<file path="src/rtl/mmc5_pkg.sv">
// Shared constants for the MMC5 scanline detector: nametable prefix,
// default timing windows and the repeated-read match target.
package mmc5_pkg;

   localparam logic [1:0] NT_PREFIX    = 2'b10;
   localparam int         IDLE_CYC_DEF = 128;
   localparam int         SPR_LO_DEF   = 128;
   localparam int         SPR_HI_DEF   = 160;
   localparam logic [1:0] MATCH_TGT    = 2'd2;

endpackage

</file>
<file path="src/rtl/mmc5_edge_sync.sv">
// Two-flop synchronizer for an active-low PPU strobe plus a falling-edge
// detector; fall is high for exactly one clk per synchronized 1->0 transition.
module mmc5_edge_sync (
   input  logic clk,
   input  logic rst_n,
   input  logic strb_n,
   output logic fall
);

   logic sync1_r;
   logic sync2_r;
   logic prev_r;

   // Synchronizer stages and one history bit; idle level of the strobe is 1.
   always_ff @(posedge clk) begin
      if (!rst_n) begin
         sync1_r <= 1'b1;
         sync2_r <= 1'b1;
         prev_r  <= 1'b1;
      end else begin
         sync1_r <= strb_n;
         sync2_r <= sync1_r;
         prev_r  <= sync2_r;
      end
   end

   assign fall = prev_r & ~sync2_r;

endmodule

</file>
<file path="src/rtl/mmc5_scanline.sv">
// MMC5 scanline detector: watches PPU reads for three identical nametable
// fetches, tracks the scanline number, raises the scanline IRQ and sprite window.
module mmc5_scanline
   import mmc5_pkg::*;
#(
   parameter int IDLE_CYC = IDLE_CYC_DEF,
   parameter int SPR_LO   = SPR_LO_DEF,
   parameter int SPR_HI   = SPR_HI_DEF
) (
   input  logic        clk,
   input  logic        rst_n,
   input  logic [13:0] ppu_addr,
   input  logic        ppu_oe,
   input  logic        bgr_on,
   input  logic [7:0]  irq_cmp,
   input  logic        irq_en,
   input  logic        stat_rd,
   output logic        in_frame,
   output logic        irq_pend,
   output logic        irq,
   output logic [7:0]  line_cnt,
   output logic        sprt_fetch,
   output logic        line_stb
);

   localparam int IW = $clog2(IDLE_CYC + 1);

   logic          rd_s;
   logic          frame_end_s;
   logic          nt_hit_s;
   logic          line_evt_s;
   logic          irq_set_s;
   logic [7:0]    next_line_s;
   logic          in_frame_r;
   logic          irq_pend_r;
   logic [7:0]    line_cnt_r;
   logic          sprt_fetch_r;
   logic          line_stb_r;
   logic [1:0]    match_cnt_r;
   logic [7:0]    rd_cnt_r;
   logic [IW-1:0] idle_cnt_r;
   logic [13:0]   last_addr_r;

   mmc5_edge_sync u_oe_sync (
      .clk    (clk),
      .rst_n  (rst_n),
      .strb_n (ppu_oe),
      .fall   (rd_s)
   );

   // Event decode; a frame end masks any scanline event in the same clk.
   always_comb begin
      frame_end_s = (idle_cnt_r == IW'(IDLE_CYC)) || !bgr_on;
      nt_hit_s    = rd_s && (ppu_addr == last_addr_r) && (ppu_addr[13:12] == NT_PREFIX);
      line_evt_s  = nt_hit_s && (match_cnt_r == (MATCH_TGT - 2'd1)) && !frame_end_s;
      if (in_frame_r) begin
         next_line_s = line_cnt_r + 8'd1;
      end else begin
         next_line_s = 8'd0;
      end
      irq_set_s = line_evt_s && in_frame_r && (next_line_s == irq_cmp) && (irq_cmp != 8'd0);
   end

   // Frame, line, match and read-count state.
   always_ff @(posedge clk) begin
      if (!rst_n) begin
         in_frame_r   <= 1'b0;
         irq_pend_r   <= 1'b0;
         line_cnt_r   <= 8'd0;
         sprt_fetch_r <= 1'b0;
         line_stb_r   <= 1'b0;
         match_cnt_r  <= 2'd0;
         rd_cnt_r     <= 8'd0;
         idle_cnt_r   <= '0;
         last_addr_r  <= 14'd0;
      end else begin
         line_stb_r   <= line_evt_s;
         sprt_fetch_r <= in_frame_r && (int'(rd_cnt_r) >= SPR_LO) && (int'(rd_cnt_r) < SPR_HI);

         if (rd_s) begin
            last_addr_r <= ppu_addr;
            idle_cnt_r  <= '0;
         end else if (idle_cnt_r != IW'(IDLE_CYC)) begin
            idle_cnt_r  <= idle_cnt_r + IW'(1);
         end

         if (frame_end_s) begin
            in_frame_r  <= 1'b0;
            match_cnt_r <= 2'd0;
            rd_cnt_r    <= 8'd0;
         end else if (line_evt_s) begin
            in_frame_r  <= 1'b1;
            line_cnt_r  <= next_line_s;
            match_cnt_r <= 2'd0;
            rd_cnt_r    <= 8'd0;
         end else if (rd_s) begin
            if (nt_hit_s) begin
               match_cnt_r <= (match_cnt_r == MATCH_TGT) ? MATCH_TGT : match_cnt_r + 2'd1;
            end else begin
               match_cnt_r <= 2'd0;
            end
            if (rd_cnt_r != 8'hFF) begin
               rd_cnt_r <= rd_cnt_r + 8'd1;
            end
         end

         // A set beats a coincident status-read clear.
         if (irq_set_s) begin
            irq_pend_r <= 1'b1;
         end else if (line_evt_s && !in_frame_r) begin
            irq_pend_r <= 1'b0;
         end else if (stat_rd) begin
            irq_pend_r <= 1'b0;
         end
      end
   end

   assign in_frame   = in_frame_r;
   assign irq_pend   = irq_pend_r;
   assign irq        = irq_pend_r & irq_en;
   assign line_cnt   = line_cnt_r;
   assign sprt_fetch = sprt_fetch_r;
   assign line_stb   = line_stb_r;

endmodule

</file>
<file path="config.mk">
export PLATFORM = sky130hd
export DESIGN_NAME = mmc5_scanline
export DESIGN_NICKNAME = d
export VERILOG_FILES = /design/src/rtl/mmc5_pkg.sv /design/src/rtl/mmc5_edge_sync.sv /design/src/rtl/mmc5_scanline.sv
export SDC_FILE = /design/constraint.sdc
export NUM_CORES = 1
export LEC_CHECK = 0
export CORE_MARGIN = 2
export CORE_UTILIZATION = 45
export DETAILED_ROUTE_END_ITERATION = 12
export DONT_BUFFER_PORTS = 1
export GPL_ROUTABILITY_DRIVEN = 0
export PLACE_DENSITY = 0.56
export SETUP_SLACK_MARGIN = 0.3
export SLEW_MARGIN = 40
export SYNTH_ARGS = -nofsm -noshare
export SYNTH_HDL_FRONTEND = slang
export SYNTH_SLANG_ARGS = --single-unit
export TNS_END_PERCENT = 100
</file>
<file path="constraint.sdc">
create_clock -name clk -period 2.4 [get_ports clk]
set_clock_uncertainty 0.2 [all_clocks]
set_input_delay 0.48 -clock clk [delete_from_list [all_inputs] [get_ports clk]]
set_output_delay 0.48 -clock clk [all_outputs]
set_load 0.02 [all_outputs]
</file>
; Word level (Yosys, flattened, before mapping)
; Cells that the tools add are included.
[op_classes]
add_sub_neg = 4
n_lt_le_gt_ge = 2
n_eq_ne = 8
mux = 6
bitwise_logic = 5
reduce_logical = 21
[ops]
columns = op, n
row1 = 8-bit by 1-bit adder with 8-bit output (second input constant), 3
row2 = 8-bit inequality test (second input constant), 2
row3 = 14-bit == test, 1
row4 = 1-bit logical AND, 10
row5 = 8-bit == test, 1
row6 = 8-bit == test (second input constant), 1
row7 = 8-bit >= comparator (second input constant), 1
row8 = 8-bit < comparator (second input constant), 1
row9 = 8-bit 2-to-1 mux, 1
row10 = 8-bit nonzero test, 1
row11 = 2-bit == test (second input constant), 2
row12 = 2-bit 2-to-1 mux, 2
row13 = 2-bit AND reduction, 2
row14 = 2-bit OR reduction, 2
row15 = 1-bit logical NOT, 3
row16 = 1-bit 2-to-1 mux, 3
row17 = 1-bit NOT, 3
row18 = 3-bit nonzero test, 1
row19 = 3-bit OR reduction, 1
row20 = 2-bit by 1-bit adder with 2-bit output (second input constant), 1
row21 = 1-bit bitwise AND, 2
row22 = 2-bit by 1-bit == test with 1-bit output (second input constant), 1
row23 = 1-bit logical OR, 1
[word_totals]
ff_bits = 47
input_bits = 28
out_inout_bits = 13
elab_cells = 58

; Logic depth before layout (Yosys ltp)
; Gate-level depths: netlist of run 1.
[depth]
word_depth = 10
ltp_mapped = 7
depth_no_buf = 7

; Cells and area by module
; A second synthesis of run 1 with hierarchy kept.
[hier_totals]
hier_cells = 299
hier_area_um2 = 2587.5
[by_module_without_submodules]
columns = module, n_inst, cells_each, area_per_inst_um2, seq_area_each_um2
row1 = mmc5_scanline, 1, 292, 2502.4, 880.8
row2 = mmc5_edge_sync, 1, 7, 85.1, 60.1

; Worst setup path before layout of run 1
; No wires, ideal clock.
[synth_path]
path_kind = register -> register
start = reg line_cnt_r[0] (netlist: line_cnt[0])
end = reg irq_pend_r (netlist: irq_pend)
setup_ns = 0.119
arrival_ns = 1.953
required_ns = 2.081
path_slack_ns = 0.128
stages_incl_launch_ff = 8
path_buffers = 0
synth_period_minus_slack_ns = 2.272
path_cell_list = dfxtp_1 ha_1 nand3_1 or3_1 a211o_1 nand4_1 nor4_1 o221a_1
[synth_between]
elab_chain_cells = 6
elab_cells_between_ends = 7
cone_classes = add/sub: 1 / eq/ne: 1 / mux: 2 / reduce/logical: 3
[synth_lines]
columns = element, line_no
row1 = start: declaration, mmc5_scanline.sv:36  ; logic [7:0] line_cnt_r;
row2 = start signal: assignment, mmc5_scanline.sv:93  ; line_cnt_r <= next_line_s;
row3 = 8-bit by 1-bit adder with 8-bit output *, mmc5_scanline.sv:57  ; next_line_s = line_cnt_r + 8'd1;
row4 = 8-bit 2-to-1 mux *, mmc5_scanline.sv:56  ; if (in_frame_r) begin
row5 = 8-bit == test *, mmc5_scanline.sv:61  ; irq_set_s = line_evt_s && in_frame_r && (next_line_s == irq_cmp) && (irq_cmp != 8'd0);
row6 = 1-bit logical AND * (2 in series), mmc5_scanline.sv:61
row7 = 3-bit nonzero test (no source line) or 1-bit 2-to-1 mux (tied branches), -
row8 = end signal: assignment, mmc5_scanline.sv:68  ; irq_pend_r <= 1'b0;
row9 = end signal: assignment, mmc5_scanline.sv:109  ; irq_pend_r <= 1'b1;
row10 = end signal: assignment, mmc5_scanline.sv:111  ; irq_pend_r <= 1'b0;
row11 = end: declaration, mmc5_scanline.sv:35  ; logic irq_pend_r;
; Mark *: on every way between the ends. The rest lies on a longest branch, timed or not.
; A chain may end at the register's enable or synchronous reset.

; Worst setup path after layout of run 1
; Ends and elaborated chain as after synthesis.

==> results of run 1 <==
critical path, cell delays in order, from the launching register on:
cell and delay (ns):
dfxtp_4 0.44, ha_4 0.18, nand3_2 0.12, or3_1 0.41, a211o_1 0.30, nand4_1 0.09, nor4_2 0.06, o221a_1 0.19
cell usage in the layout, fill, tap and decap left out, drive strengths merged, types with 4 or more instances in the layout:
cell and n:
dfxtp 47, xor2 12, clkbuf 8, nand2 42
o21ai 12, nor2 30, ha 6, xnor2 20
nand2b 6, inv 8, nor2b 4, nand3 19
nand4 14, a21oi 24, or3 4, nor4 4
and3 5, buf 8
layout make-up:
type                    count  area, sq um  share of cell area
multi-input cells         226         1390               0.528
flip-flops and latches     47          952               0.361
clock buffers               8          100              0.0380
well taps                  70         87.6              0.0332
repair buffers              9         72.6              0.0275
inverters                   8         30.0              0.0114
cell usage after synthesis, types with 2 or more instances:
| library cell | n |
|---|---|
| nor4_1 | 3 |
| inv_1 | 8 |
| xor2_1 | 12 |
| dfxtp_1 | 47 |
| nor2b_1 | 4 |
| nand2b_1 | 6 |
| nor3_1 | 3 |
| o21ai_0 | 12 |
| nand3_1 | 19 |
| and3_1 | 5 |
| or3_1 | 4 |
| buf_2 | 2 |
| nand2_1 | 41 |
| ha_1 | 6 |
| a32o_1 | 2 |
| o21a_1 | 3 |
| a21oi_1 | 23 |
| nand4_1 | 13 |
| nor2_1 | 30 |
| a22oi_1 | 2 |
| clkbuf_1 | 6 |
| xnor2_1 | 20 |
power by group through the flow:
stage	registers (mW)	logic [mW]	clock network (mW)
6_report	0.803	0.0888	0.518
5_1_grt	0.805	0.101	0.586
4_1_cts	0.803	0.0880	0.548
3_5_place_dp	0.822	0.0868	0
3_3_place_gp	0.822	0.0869	0
2_1_floorplan	0.820	0.0739	0
path summary, 6_finish.rpt:
kind                                         from                end  slack, ns  cells after the start
worst min register to register  u_oe_sync.sync1_r  u_oe_sync.sync2_r       0.22                      1
worst max register to register        line_cnt[0]           irq_pend       0.31                      7
worst min-delay path                        rst_n  u_oe_sync.sync1_r       0.06                      1
worst max-delay path                  line_cnt[0]           irq_pend       0.31                      7
repair_timing:
action                                  CTS  global route
endpoints found under the setup margin    8             8
setup buffers                             1             0
gates resized for setup                   4            12
hold buffers                              0             0
pin swaps                                 1             1
logic make-up after synthesis:
group,Yosys count
buf+inv,17
compound gates,48
simple gates,139
mux,1
fa+ha+maj,6
flops,47
xor+xnor,32
metrics by stage:
stage / std cells / setup WS (ns)
2_1_floorplan: 290 / 0.313
3_3_place_gp: 359 / 0.182
3_5_place_dp: 359 / 0.161
4_1_cts: 368 / 0.224
5_1_grt: 368 / 0.212
6_report: 368 / 0.312
registers in the layout, indices dropped and copies added (netlist names):
signal / count
last_addr_r: 14
idle_cnt_r: 8
line_cnt: 8
rd_cnt_r: 8
match_cnt_r: 2
in_frame: 1
irq_pend: 1
line_stb: 1
sprt_fetch: 1
u_oe_sync.prev_r: 1
u_oe_sync.sync1_r: 1
u_oe_sync.sync2_r: 1
routing by layer:
metal	wire length [um]	part of all wire	global-route usage
met2	2200	0.44	0.287
met4	59	0.012	0.0545
met1	2540	0.50	0.243
met5	0	0	0
met3	252	0.050	0.0509
==> impl_metrics.json, run 1 <==
{
  "status": "finished, final reports clean",
  "synthSimpleGateAreaFrac": 0.297,
  "fmax_mhz": 479,
  "pwr-share-comb": 0.063,
  "syn_to_final_growth_pct": 11.7,
  "grt_pass1_vias": 1813,
  "numCtsBuffers": 5,
  "ys_seq_elements": 47,
  "core_sq_um": 5070,
  "dieWidth_um": 76.4,
  "async_reset_ff_frac": 0,
  "cp_max_fo": 7,
  "fillers": 514,
  "final_net_count": 331,
  "via_per_inst": 5.27,
  "cp.required_ns": 2.40,
  "power_density_nw_per_um2": 535,
  "post-dp-hpwl_mm": 3.72,
  "cts_sinks": 47,
  "drv_cap": 0,
  "switching_share": 0.225,
  "ys_warn_count": 0,
  "antenna_found_initial": 0,
  "htree_levels": 2,
  "drive_gt1_frac": 0.111,
  "post_drt_wl_per_cell_um": 13.7,
  "tns_ns": 0,
  "track_usage": 0.182,
  "startpoint_type": "flop",
  "num_vias": 1938,
  "yosysSeqAreaShare": 0.399,
  "totalWireLength_mm": 5.05,
  "cts_buffer_depth": 2,
  "peakVddDrop_mv": 0.319,
  "path_class": "flop to flop",
  "netlist_area_sq_um": 2360,
  "synth_cells": 290,
  "synth_top_family_by_area": "simple AND/OR/NAND/NOR gates",
  "antennaDiodeCount": 0,
  "synthMuxAreaShare": 0.00424,
  "period_share": 0.870,
  "internal_power_mw": 1.09,
  "io_pins": 41,
  "synthAdderAreaFrac": 0.0318,
  "remaining_drc_errors": 0,
  "hp-class": "input port to flop",
  "yosys_most_used_dff": "dfxtp_1",
  "syn_nets": 324,
  "slew_headroom": 0.515,
  "synthTopCellsByArea": "dfxtp_1 (40%), xnor2_1 (7.4%), nand2_1 (6.5%)",
  "yosysTopAreaCellShare": 0.399,
  "drtIter0Drc": 107,
  "grt_setup_unrepaired": "yes",
  "grt-ovfl-total": 0,
  "cts_root_buf": "clkbuf_8",
  "synthDistinctLibCells": 41,
  "synth_compound_area_frac": 0.121,
  "port_buffers": 0,
  "cts_tree": "done",
  "hold_viol_final": 0,
  "dr.pass1.iters": 4,
  "utilization": 0.519,
  "cp-end-kind": "flop",
  "clkTransAtPathRegs_ns": 0.09,
  "p_total_mw": 1.41,
  "synth_edf_count": 0,
  "rows": 26,
  "worst_pin_slew_ns": 0.728,
  "initial_core_util": 0.465,
  "fin_area_sq_um": 2640,
  "finalCriticalPeriod_ns": 2.09,
  "synth.avg_cell_area_sq_um": 8.14,
  "dieArea_sq_um": 5840,
  "clock_latency_ns": 0.30,
  "critPathArrivalTime_ns": 2.09,
  "setup_violations": 0,
  "grt_max_degree": 19,
  "hold_ws_ns": 0.0566,
  "switching_power_uw": 317,
  "ant_nets": 0,
  "grt_pass1_wl_mm": 8.58,
  "synth_top_area_cell": "dfxtp_1",
  "die_h_um": 76.4,
  "synthXorXnorAreaFrac": 0.119,
  "seqPwrFrac": 0.569,
  "leakage_nw": 0.914,
  "drv_slew": 0,
  "place_area_sq_um": 2480,
  "clkPwrFrac": 0.368
}
Power figures use the tool's default switching activity.
==> run 2: changes to the inputs <==
ABC_AREA = 1   (was not set)
SETUP_SLACK_MARGIN = not set   (was 0.3)
==> run 2 against run 1 <==
Effect of this change: design area is 5.3% higher; clock power is 9.5% lower; via count rose by 19%; critical path type unchanged.
==> impl_metrics.json, run 2 <==
{
  "status": "finished, final reports clean",
  "yosysTopAreaCellShare": 0.363,
  "p_total_mw": 1.40,
  "synth.avg_cell_area_sq_um": 6.50,
  "fillers": 582,
  "grt_max_degree": 23,
  "antennaDiodeCount": 0,
  "switching_power_uw": 350,
  "slew_headroom": 0.682,
  "layout_commonest_cell": "nand2_1",
  "dieWidth_um": 79.9,
  "die_h_um": 79.9,
  "internal_power_mw": 1.05,
  "final_cell_mix": "nand2_1 (94), inv_1 (72), dfxtp_1 (47)",
  "track_usage": 0.184,
  "ant_nets": 0,
  "ff2ff_setup_slack_ns": 0.44,
  "core_sq_um": 5540,
  "hp-class": "input port to flop",
  "syn_to_final_growth_pct": 6.99,
  "dr.pass1.iters": 4,
  "port_buffers": 0,
  "grt_pass1_vias": 2140,
  "final_net_count": 439,
  "drtIter0Drc": 125,
  "synth_top_cells_by_count": "nand2_1 (94), inv_1 (72), dfxtp_1 (47), nor2_1 (44), a21oi_1 (33)",
  "drive_gt1_frac": 0.0764,
  "clkTransAtPathRegs_ns": 0.08,
  "multi_input_area_sq_um": 1340,
  "switching_share": 0.251,
  "htree_levels": 2,
  "post-dp-hpwl_mm": 4.24,
  "rows": 27,
  "worst_pin_slew_ns": 0.473,
  "tns_ns": 0,
  "leakage_nw": 1.25,
  "startpoint_type": "flop",
  "min-delay-start": "rst_n",
  "largest_reg_flops": 14,
  "num_vias": 2311,
  "seqPwrFrac": 0.580,
  "numCtsBuffers": 5,
  "synth_edf_count": 0,
  "drv_cap": 0,
  "cts_sinks": 47,
  "synthTopCellsByArea": "dfxtp_1 (36%), nand2_1 (14%), inv_1 (10%)",
  "peakVddDrop_mv": 0.263,
  "path_class": "flop to flop",
  "r2r-start": "idle_cnt_r[0]",
  "pwr-share-comb": 0.084,
  "synth_top_area_cell": "dfxtp_1",
  "clock_latency_ns": 0.29,
  "grt-ovfl-total": 0,
  "antenna_found_initial": 0,
  "dpl.cell_count": 470,
  "netlist_area_sq_um": 2590,
  "totalWireLength_mm": 5.48,
  "yosys_most_used_dff": "dfxtp_1",
  "post_drt_wl_per_cell_um": 11.5,
  "async_reset_ff_frac": 0,
  "cp.required_ns": 2.39,
  "power_density_nw_per_um2": 503,
  "dieArea_sq_um": 6390,
  "yosysSeqAreaShare": 0.363,
  "top_register": "last_addr_r",
  "critPathArrivalTime_ns": 1.95,
  "period_share": 0.818,
  "endpoint": "rd_cnt_r[6]",
  "hold_viol_final": 0,
  "ys_seq_elements": 47,
  "finalCriticalPeriod_ns": 1.96,
  "rr_worst_depth": 9,
  "synthDistinctLibCells": 32,
  "io_pins": 41,
  "grt_setup_unrepaired": "no",
  "grt_pass1_wl_mm": 9.45,
  "synth_most_common_cell": "nand2_1",
  "regArea_sq_um": 941,
  "cts_buffer_depth": 2,
  "cts_resized": 0,
  "initial_core_util": 0.468,
  "syn_nets": 433,
  "setup_violations": 0,
  "drv_slew": 0,
  "hold_buffers": 0,
  "layoutNonFillerInstCount": 478,
  "via_per_inst": 4.83,
  "fmax_mhz": 510,
  "synth_cells": 399,
  "cts_tree": "done",
  "remaining_drc_errors": 0,
  "cts_root_buf": "clkbuf_8",
  "cp-end-kind": "flop",
  "ys_warn_count": 0,
  "cp_max_fo": 19,
  "crit_path_start": "idle_cnt_r[0]",
  "clkPwrFrac": 0.336,
  "rr_endpoint": "rd_cnt_r[6]",
  "postCtsSetupRepairBufs": 0
}
[run 2: final cells by class]
cell class / instances / area share
Multi-Input combinational cell: 271 / 0.483
Sequential cell: 47 / 0.339
Inverter: 75 / 0.101
Tap cell: 72 / 0.0325
Clock buffer: 6 / 0.0261
Timing Repair Buffer: 5 / 0.0135
Clock inverter: 2 / 0.00451
[run 2: power groups by stage]
stage	Sequential, mW	Combinational [mW]	Clock [mW]
3_5_place_dp	0.828	0.118	0
2_1_floorplan	0.826	0.0988	0
6_report	0.810	0.117	0.469
5_1_grt	0.814	0.138	0.522
4_1_cts	0.810	0.119	0.492
3_3_place_gp	0.828	0.117	0
[run 2: worst min path at each step]
stage                        endpoint  cells past startpoint  slack (ns)
finish               u_oe_sync.prev_r                      1        0.06
CTS                  u_oe_sync.prev_r                      1        0.05
floorplan           u_oe_sync.sync2_r                      1        0.19
detailed placement  u_oe_sync.sync2_r                      1        0.20
global route         u_oe_sync.prev_r                      1        0.05
global placement    u_oe_sync.sync2_r                      1        0.20
[run 2: metal layers]
layer,part of all wire,GRT usage
met1,0.50,0.237
met2,0.45,0.313
met3,0.046,0.0419
met4,0.0049,0.0407
met5,0,0
[run 2: cell families after synthesis]
group                      synth area share
buffers and inverters                 0.121
and+or+nand+nor                       0.327
AOI/OAI and AO/OA                     0.134
xor gates and xnor gates             0.0270
adders and majority gates            0.0289
DFF                                   0.363
[run 2: metrics by stage]
step | hold slack, ns | setup slack (ns) | instance area, sq um | utilization
after CTS | 0.0494 | 0.419 | 2780 | 0.501
after floorplan | 0.193 | 0.649 | 2590 | -
after detailed placement | 0.200 | 0.400 | 2690 | 0.486
final | 0.0587 | 0.438 | 2780 | 0.501
after global placement | 0.198 | 0.428 | 2690 | 0.486
after global routing | 0.0539 | 0.253 | 2780 | 0.501
[run 2: worst max-delay path, stage by stage (launching register included)]
cell and delay, ns:
dfxtp_1 0.41, inv_1 0.07, ha_1 0.19, nand3_1 0.11
o21ai_2 0.09, nor2_2 0.14, nand3_4 0.22, nand2_2 0.24
o21bai_1 0.14, a21oi_1 0.05
==> run 3: changes to the inputs <==
clock period = 2.01 ns   (was 2.4 ns; I/O delays follow)
==> run 3 against run 2 <==
Effect of this change: maximum frequency up 7.6%; wire length is 0.51% higher; first-iteration DRC count down 22%; clock-buffer cell count decreased by 1; critical endpoint is now irq_pend.
==> impl_metrics.json, run 3 (synthesis results as in run 2) <==
{
  "cp_max_fo": 13,
  "min-delay-start": "rst_n",
  "largest_reg_flops": 14,
  "layout_commonest_cell": "nand2_1",
  "hold_depth": 2,
  "cp.required_ns": 2.06,
  "final_net_count": 449,
  "via_per_inst": 4.78,
  "post-dp-hpwl_mm": 4.26,
  "num_vias": 2332,
  "port_buffers": 0,
  "dr.pass1.iters": 4,
  "cts_buffer_depth": 2,
  "finalCriticalPeriod_ns": 1.82,
  "setup_violations": 0,
  "post_drt_wl_per_cell_um": 11.3,
  "peakVddDrop_mv": 0.416,
  "period_share": 0.907,
  "clkTransAtPathRegs_ns": 0.10,
  "critPathArrivalTime_ns": 1.87,
  "grt_pass1_vias": 2028,
  "cts_root_buf": "clkbuf_8",
  "initial_core_util": 0.468,
  "dieArea_sq_um": 6390,
  "slew_headroom": 0.718,
  "grt_setup_unrepaired": "no",
  "tns_ns": 0,
  "path_class": "flop to flop",
  "grt_max_degree": 23,
  "antennaDiodeCount": 0,
  "remaining_drc_errors": 0,
  "core_sq_um": 5540,
  "cts_sinks": 47,
  "htree_levels": 2,
  "hold_viol_final": 0,
  "drive_gt1_frac": 0.0986,
  "syn_to_final_growth_pct": 12.3,
  "hold_ws_ns": 0.0164,
  "top_register": "last_addr_r",
  "leakage_nw": 1.32,
  "fmax_mhz": 548,
  "drtIter0Drc": 97,
  "ant_nets": 0,
  "drv_slew": 0,
  "hp-class": "input port to flop",
  "r2r-start": "idle_cnt_r[1]",
  "p_total_mw": 1.84,
  "antenna_found_initial": 0,
  "die_h_um": 79.9,
  "totalWireLength_mm": 5.50,
  "rr_worst_depth": 10,
  "worst_pin_slew_ns": 0.422,
  "whs_endpoint": "last_addr_r[13]",
  "startpoint_type": "flop",
  "dieWidth_um": 79.9,
  "status": "finished, final reports clean",
  "io_pins": 41,
  "rr_endpoint": "irq_pend",
  "cp-end-kind": "flop",
  "cts_tree": "done",
  "grt-ovfl-total": 0,
  "drv_cap": 0,
  "final_cell_mix": "nand2_1 (94), inv_1 (72), dfxtp_1 (47)",
  "grt_pass1_wl_mm": 9.22,
  "track_usage": 0.183,
  "clock_latency_ns": 0.31,
  "power_density_nw_per_um2": 632,
  "ff2ff_setup_slack_ns": 0.19,
  "rows": 27,
  "postCtsSetupRepairBufs": 0,
  "numCtsBuffers": 5
}
[run 3: stage by stage]
stage          area [sq um]   util  setup WS [ns]  std cells
6_report               2910  0.526          0.186        488
5_1_grt                2910  0.526        0.00585        488
4_1_cts                2910  0.525          0.168        488
3_5_place_dp           2780  0.501          0.187        478
3_3_place_gp           2780  0.501          0.187        478
2_1_floorplan          2590      -          0.259        399
[run 3: worst max-delay path by stage]
stage,slack (ns),startpoint,endpoint
3_5_place_dp,0.19,idle_cnt_r[1],irq_pend
4_1_cts,0.17,idle_cnt_r[1],irq_pend
6_report,0.19,idle_cnt_r[1],irq_pend
2_1_floorplan,0.26,line_cnt[1],irq_pend
3_3_place_gp,0.19,idle_cnt_r[1],rd_cnt_r[2]
5_1_grt,0.006,idle_cnt_r[1],irq_pend
[run 3: layout make-up]
| class | count | area, sq um |
|---|---|---|
| flip-flops and latches | 47 | 941 |
| fillers | 587 | 2630 |
| well taps | 72 | 90.1 |
| clock inverters | 3 | 46.3 |
| clock buffers | 5 | 68.8 |
| inverters | 75 | 282 |
| multi-input cells | 271 | 1340 |
| repair buffers | 15 | 143 |
[run 3: what timing repair did]
action                                  4_1_cts  5_1_grt
hold endpoints to repair                      2        0
gates resized for setup                       0        1
hold buffers                                  2        0
endpoints found under the setup margin        0        1
[run 3: worst max-delay path, cell delays in order (launching register included)]
cell and delay, ns:
dfxtp_1 0.38, inv_1 0.07, ha_1 0.17, nand3_1 0.11, o21ai_2 0.08, nor2_2 0.15, nand3_4 0.15, buf_12 0.18
nor2_1 0.07, nand4_1 0.08, a21oi_1 0.12
[run 3: report_power, final]
part / switching (mW) / total [mW] / internal [mW]
combinational: 0.0934 / 0.157 / 0.0636
clock: 0.345 / 0.720 / 0.375
sequential: 0.0111 / 0.964 / 0.953
[run 3: routing by layer]
layer,routed length (um),GRT usage
met1,2720,0.244
met2,2470,0.294
met3,251,0.0430
met4,65,0.0508
met5,0,0
